--- src/rtl/fetch_stage.sv ---
// Pipeline front end: owns the PC, reads instruction memory and hands registered
// instructions (including assembled two-word forms and interrupt bubbles) to decode.
module fetch_stage #(
  parameter logic [15:0] RESET_PC   = 16'h0000,
  parameter logic [15:0] INT_VECTOR = 16'h0020,
  parameter logic [15:0] NOP_INSTR  = 16'h0000
) (
  input  logic        i_clk,
  input  logic        i_reset,
  input  logic        i_stall,
  input  logic        i_redirect,
  input  logic [15:0] i_redirect_pc,
  input  logic        i_interrupt,
  output logic [15:0] o_imem_addr,
  input  logic [15:0] i_imem_data,
  output logic [15:0] o_instr,
  output logic [15:0] o_imm,
  output logic [15:0] o_pc,
  output logic        o_valid,
  output logic        o_interrupt
);

  typedef enum logic {
    FETCH = 1'b0,
    IMM   = 1'b1
  } state_t;

  state_t      state, state_nxt;
  logic [15:0] pc, pc_nxt;
  logic [15:0] held_word, held_word_nxt;
  logic [15:0] held_pc, held_pc_nxt;
  logic        int_pending, int_pending_nxt;
  logic [15:0] instr_nxt, imm_nxt, out_pc_nxt;
  logic        valid_nxt, intr_nxt;

  assign o_imem_addr = pc;

  // NOTE: state registers use non-blocking assignments so every flop samples
  // the pre-edge values computed by the combinational block below.
  always_ff @(posedge i_clk or negedge i_reset) begin
    if (!i_reset) begin
      state       <= FETCH;
      pc          <= RESET_PC;
      held_word   <= 16'h0000;
      held_pc     <= 16'h0000;
      int_pending <= 1'b0;
      o_instr     <= NOP_INSTR;
      o_imm       <= 16'h0000;
      o_pc        <= 16'h0000;
      o_valid     <= 1'b0;
      o_interrupt <= 1'b0;
    end else begin
      state       <= state_nxt;
      pc          <= pc_nxt;
      held_word   <= held_word_nxt;
      held_pc     <= held_pc_nxt;
      int_pending <= int_pending_nxt;
      o_instr     <= instr_nxt;
      o_imm       <= imm_nxt;
      o_pc        <= out_pc_nxt;
      o_valid     <= valid_nxt;
      o_interrupt <= intr_nxt;
    end
  end

  always_comb begin
    // NOTE: every signal gets its hold value first so no path can infer a latch.
    state_nxt       = state;
    pc_nxt          = pc;
    held_word_nxt   = held_word;
    held_pc_nxt     = held_pc;
    int_pending_nxt = int_pending | i_interrupt;
    instr_nxt       = o_instr;
    imm_nxt         = o_imm;
    out_pc_nxt      = o_pc;
    valid_nxt       = o_valid;
    intr_nxt        = o_interrupt;

    if (i_redirect) begin
      pc_nxt    = i_redirect_pc;
      state_nxt = FETCH;
      instr_nxt = NOP_INSTR;
      imm_nxt   = 16'h0000;
      valid_nxt = 1'b0;
      intr_nxt  = 1'b0;
    end else if (!i_stall) begin
      unique case (state)
        FETCH: begin
          if (int_pending) begin
            // Bubble carries the un-consumed pc as the return address.
            instr_nxt       = NOP_INSTR;
            imm_nxt         = 16'h0000;
            out_pc_nxt      = pc;
            valid_nxt       = 1'b1;
            intr_nxt        = 1'b1;
            pc_nxt          = INT_VECTOR;
            int_pending_nxt = 1'b0;
          end else if (!i_imem_data[0]) begin
            instr_nxt  = i_imem_data;
            imm_nxt    = 16'h0000;
            out_pc_nxt = pc;
            valid_nxt  = 1'b1;
            intr_nxt   = 1'b0;
            pc_nxt     = pc + 16'd1;
          end else begin
            held_word_nxt = i_imem_data;
            held_pc_nxt   = pc;
            pc_nxt        = pc + 16'd1;
            state_nxt     = IMM;
            instr_nxt     = NOP_INSTR;
            imm_nxt       = 16'h0000;
            valid_nxt     = 1'b0;
            intr_nxt      = 1'b0;
          end
        end
        IMM: begin
          instr_nxt  = held_word;
          imm_nxt    = i_imem_data;
          out_pc_nxt = held_pc;
          valid_nxt  = 1'b1;
          intr_nxt   = 1'b0;
          pc_nxt     = pc + 16'd1;
          state_nxt  = FETCH;
        end
        default: state_nxt = FETCH;
      endcase
    end
  end

endmodule
--- config.mk ---
export PLATFORM = sky130hd
export DESIGN_NAME = fetch_stage
export DESIGN_NICKNAME = d
export VERILOG_FILES = /design/src/rtl/fetch_stage.sv
export SDC_FILE = /design/constraint.sdc
export NUM_CORES = 1
export LEC_CHECK = 0
export CORE_MARGIN = 1
export CORE_UTILIZATION = 54
export DETAILED_ROUTE_END_ITERATION = 10
export PLACE_DENSITY = 0.95
export SETUP_SLACK_MARGIN = 0.5
export SYNTH_ARGS = -nofsm -noshare
export SYNTH_HDL_FRONTEND = slang
export SYNTH_SLANG_ARGS = --single-unit
--- constraint.sdc ---
create_clock -name i_clk -period 2.9 [get_ports i_clk]
set_clock_uncertainty 0.1 [all_clocks]
set_input_delay 0.58 -clock i_clk [delete_from_list [all_inputs] [get_ports i_clk]]
set_output_delay 0.58 -clock i_clk [all_outputs]
set_load 0.005 [all_outputs]
* Yosys cells after proc, flatten, opt, wreduce, memory -nomap -nowiden
Cells that the tools add are included.
** Word-level totals
- Memory bits (read-only) :: 0
- Bits in registers :: 100
- Output and inout port bits :: 66
- Input bits :: 37
- Latch bits :: 0
- Memories kept :: 0
- Memory bits (writable) :: 0
** Operators by class
- Add/subtract/negate cells :: 1
- Multiply operators :: 0
- Bitwise logic cells :: 5
- Reductions and logical operators :: 2
- Shift-type cells :: 0
- Divide/modulo/power cells :: 0
- Equal/unequal tests :: 2
- Mux-type cells :: 33
- Order comparisons :: 0
** Operators by type and width (count)
- 16-bit two-way mux :: 11
- 16-bit one-hot mux with 2 select lines :: 4
- 16-bit by 1-bit adder with 16-bit output, second input constant :: 1
- 1-bit two-way mux :: 15
- 1-bit one-hot mux with 2 select lines :: 3
- 5-bit AND reduction :: 1
- 1-bit NOT :: 4
- 3-bit inequality test, second input constant :: 1
- 3-bit AND reduction :: 1
- 2-bit by 1-bit inequality test with 1-bit output, second input constant :: 1
- 1-bit bitwise OR :: 1

* Logic depth before layout (Yosys ltp)
- Depth after elaboration :: 5
- Depth in mapped cells :: 6

* Least setup slack after synthesis
Ideal clock, no wire load.
- Path type :: input -> register
- Start :: in i_stall
- End :: reg held_word[11]
- Arrival time :: 1.518 ns
- Slack :: 1.154 ns
- Library setup time :: 0.128 ns
- Stages :: 5
- Path through :: buf_2 nor2_2 nand3_4 buf_2 mux2_1
** Between the ends
- Word-level cells in the longest chain between the ends :: 2
** Ends and longest elaborated chain
- from (decl) :: RTL line 10 : input logic i_stall,
- 1-bit NOT (no line)
- 5-bit AND reduction (no line)
- to (signal assigned) :: RTL line 55 : held_word <= held_word_nxt;
- to (decl) :: RTL line 30 : logic [15:0] held_word, held_word_nxt;
Every way passes these cells.
A chain may end at the register's enable or synchronous reset.

* Worst setup path in the final report
- Start :: in i_imem_data[0]
- End :: reg o_instr[10]
** Between the ends
- Word-level cells in the longest chain between the ends :: 5
** Ends and longest elaborated chain
- from (decl) :: RTL line 15 : input logic [15:0] i_imem_data,
- 16-bit two-way mux :: RTL line 98 : end else if (!i_imem_data[0]) begin
- 16-bit two-way mux :: RTL line 89 : if (int_pending) begin
- 16-bit one-hot mux with 2 select lines :: RTL line 87 : unique case (state)
- 16-bit two-way mux :: RTL line 86 : end else if (!i_stall) begin
- 16-bit two-way mux :: RTL line 79 : if (i_redirect) begin
- to (signal assigned) :: RTL line 58 : o_instr <= instr_nxt;
- to (decl) :: RTL line 16 : output logic [15:0] o_instr,
Every way passes these cells. The select of a mux whose other input is x is not followed.

==> parameters.txt <==
Parameter                              Value

Outcome
  Outcome ... finished clean

Global routing
  Global route total overflow ... 0
  Antenna violations before repair ... 0
  Vias in the first global route ... 3625
  All-layer global routing usage ... 0.2706
  Maximum number of pins on one net before global-route repair ... 54
  First-pass GRT wire length ... 17800 microns

Power and ir drop
  Pwr Density ... 599.3 nW/um^2
  Switching power as a share of total power ... 0.2674
  Maximum VDD drop ... 0.2706 mV
  P_int ... 2.508 mW
  Clock network power share ... 0.289
  Fraction of power consumed by sequential logic ... 0.523
  Gate power share ... 0.189
  Leakage dissipation ... 2.386 nW
  Psw ... 0.9153 mW

Setup path
  Setup slack on the worst flop-to-flop path ... 870 ps
  Terminus of the critical flop-to-flop path ... o_instr[10]$_DFFE_PN0P_
  Kind of end point of the critical path ... register
  Cell depth of the worst flop-to-flop path ... 3
  Crit path arrival time ... 2400 ps
  Critical Path RT ... 3080 ps
  CP Class ... primary input to register
  Timing startpoint of the critical path ... i_imem_data[0]
  Nature of the critical path startpoint ... primary input
  Largest fanout on the critical path ... 15
  FF-to-FF Start ... state$_DFFE_PN0P_

Clocking
  Clock transition at the register clock pins on the worst setup and hold paths after CTS ... 90 ps
  Maximum count of clock buffers along a single path ... 2
  Clock root buffer ... clkbuf_8
  H-tree depth ... 3
  Buffer count from post-CTS setup fixing ... 0
  TritonCTS clock tree ... yes
  Post-CTS Hold Fix Bufs ... 0
  Clock buffers created by TritonCTS ... 9
  Clock sink count ... 100
  Number of gates resized after CTS ... 0
  Worst-skew pair later-pin latency ... 360 ps

Cells and area
  Fraction of layout instances using a drive strength above 1 ... 0.1351
  Number of diodes added for antenna fixing ... 0
  Combined area of the multi-input logic cells ... 1757 sq um
  Most frequent cells in the layout ... clkdlybuf4s50_1, dfrtp_1, nor2_1, mux2_2, nand2_1
  Fillcell total ... 573
  Area taken by flip-flops and latches ... 2504 sq um
  Layout Nets ... 515
  Area overhead of the layout relative to synthesis ... 29.03%
  Leading cell type in the layout, fill and taps excluded ... clkdlybuf4s50_1

STA
  Setup-violating endpoint count in the final report ... 0
  Number of hold violations in the final report ... 0
  Post-route setup TNS ... 0 ps
  Unrepaired setup endpoints after global routing ... no
  Share of the clock period used by the worst path ... 0.7687
  Final period demand of the worst path ... 2229 ps
  Count of final max-slew check failures ... 0
  Worst slew margin relative to its limit ... 0.3110
  Slew @ Worst Pin ... 1028 ps
  Achievable clock frequency ... 448.6 MHz
  Hold Worst Slack ... 119.8 ps

Floorplan
  Core outline area ... 7848 sq um
  Total Die Area ... 8564 sq um
  Ports placed on the boundary ... 103
  Starting density of the core ... 0.5641
  Site Rows ... 32
  Die height ... 92.54 microns
  Width of the chip ... 92.54 microns

Synthesis
  Number of nets in the synthesized netlist ... 423
  Compound-cell area share of the yosys netlist ... 0.1458
  Share of synthesized cell area in and, or, nand and nor gates ... 0.1252
  Number of distinct library cells after synthesis ... 52
  Main combinational cell family by area after synthesis ... compound AO/OA/AOI/OAI gates
  Main synth FF type ... dfrtp_1
  Sequential area share after synthesis ... 0.5653
  Multiplexer share of the synthesized area ... 0.1145
  Proportion of synthesized flip-flops having asynchronous set or reset ... 1.000
  Number of enable-type register cells in the synthesized netlist ... 0
  Post-synthesis average cell area ... 11.50 sq um
  Cell area after synthesis ... 4427 sq um
  Xor/xnor share of the synthesized area ... 0.007914
  Area share of fa/ha/maj cells after synthesis ... 0.002826
  Flip-flop and latch count after synthesis ... 100
  Cells after Synth ... 385
  Warnings from Yosys ... 0

Detailed routing
  Antenna violation net count after detailed routing ... 0
  Remaining DRCs ... 0
  Mean number of vias per cell ... 6.175
  Routed length per placed instance ... 18.86 microns
  Length of the first detailed-routing pass in iterations ... 5
  Detailed Route WL ... 10990 microns
  Initial detailed-routing violation count ... 230
  Overall via count from detail_route ... 3600

Place
  Detailed placer's ending HPWL ... 7280 microns
  Buffers on Ports ... 102
  Routability-driven placement congestion ratio ... 0.9099

Job
  Count of maximum capacitance violations ... 0

Hold path
  Hold/Removal Path Class ... primary input to async pin
## area by class of cell
cell class	count	share of cell area
Clock inverter	5	0.01490
Timing Repair Buffer	110	0.1901
Tap cell	102	0.02234
Multi-Input combinational cell	252	0.3076
Sequential cell	100	0.4383
Clock buffer	10	0.02410
Inverter	4	0.002629
## registers in the layout, summed over array words and instances, names as in the netlist
name	count
o_interrupt	1
o_imem_addr	16
o_instr	16
int_pending	1
o_valid	1
held_word	16
o_imm	16
o_pc	16
state	1
held_pc	16
## logic make-up after synthesis
family,Yosys count
and+or+nand+nor,111
adders and majority gates,1
buffers and inverters,33
muxes,47
DFF,100
AOI/OAI and AO/OA,89
xor gates and xnor gates,4
## cell usage after synthesis, types with 2 or more instances
cell      number  area (sq um)
dfrtp_1      100          2502
nor2_1        33         123.9
mux2_2        27         304.0
nand2_1       26         97.59
a21oi_1       24         120.1
mux2i_1       18         180.2
a22o_1        17         148.9
nor3_1        17         85.08
a221oi_1      15         131.4
buf_2         15         75.07
o21ai_0        9         45.04
clkbuf_1       8         30.03
nand4_1        5         31.28
nor4_1         5         31.28
inv_1          4         15.01
nand3_1        4         20.02
buf_4          3         22.52
nand2b_1       3         18.77
o221ai_1       3         26.28
o41ai_1        3         26.28
xnor2_1        3         26.28
a21o_1         2         15.01
a221o_1        2         20.02
a22oi_1        2         15.01
and3_1         2         12.51
and3_2         2         15.01
mux2_1         2         22.52
nor2_2         2         12.51
nor2b_1        2         12.51
o22a_1         2         17.52
o311a_1        2         20.02
o31ai_1        2         15.01
or4_1          2         15.01
## per-layer routing
metal	share of wire	global-route usage	wire (microns)	vias up
met5	0	0	0	-
met4	0.019	0.09505	212	0
met3	0.069	0.04762	755	31
met2	0.50	0.4586	5510	161
met1	0.41	0.3501	4516	1796
li1	-	-	-	1612
## metrics by stage
step | power, mW | area (sq um) | setup slack [ps] | util | instances
final | 3.423 | 5712 | 670.8 | 0.7278 | 583
after global routing | 3.573 | 5712 | 572.7 | 0.7278 | 583
after CTS | 3.437 | 5712 | 711.8 | 0.7278 | 583
after detailed placement | 2.457 | 5489 | 311.1 | 0.6995 | 568
after global placement | 2.404 | 5489 | 443.5 | 0.6995 | 568
after floorplan | 2.103 | 4427 | 1154 | - | 385
## worst max-delay path, cell delays in order
cell and delay (ps):
clkdlybuf4s50_1 530, nor3_2 870, a221oi_1 220, nor3_1 190
## worst max-delay path by stage
stage          cells past startpoint                   endpoint  slack [ps]
2_1_floorplan                      5  held_word[11]$_DFFE_PN0P_        1150
4_1_cts                            4    o_instr[10]$_DFFE_PN0P_         710
3_3_place_gp                       4    o_instr[12]$_DFFE_PN0P_         440
5_1_grt                            4    o_instr[11]$_DFFE_PN0P_         570
6_report                           4    o_instr[10]$_DFFE_PN0P_         670
3_5_place_dp                       4    o_instr[14]$_DFFE_PN0P_         310
## power by group through the flow
stage | registers, mW | clock network, mW | logic (mW)
final | 1.79 | 0.989 | 0.645
after global routing | 1.82 | 1.05 | 0.707
after detailed placement | 1.81 | 0 | 0.645
after floorplan | 1.77 | 0 | 0.336
after CTS | 1.79 | 0.998 | 0.652
after global placement | 1.79 | 0 | 0.614
(Power assumes the default switching activity.)
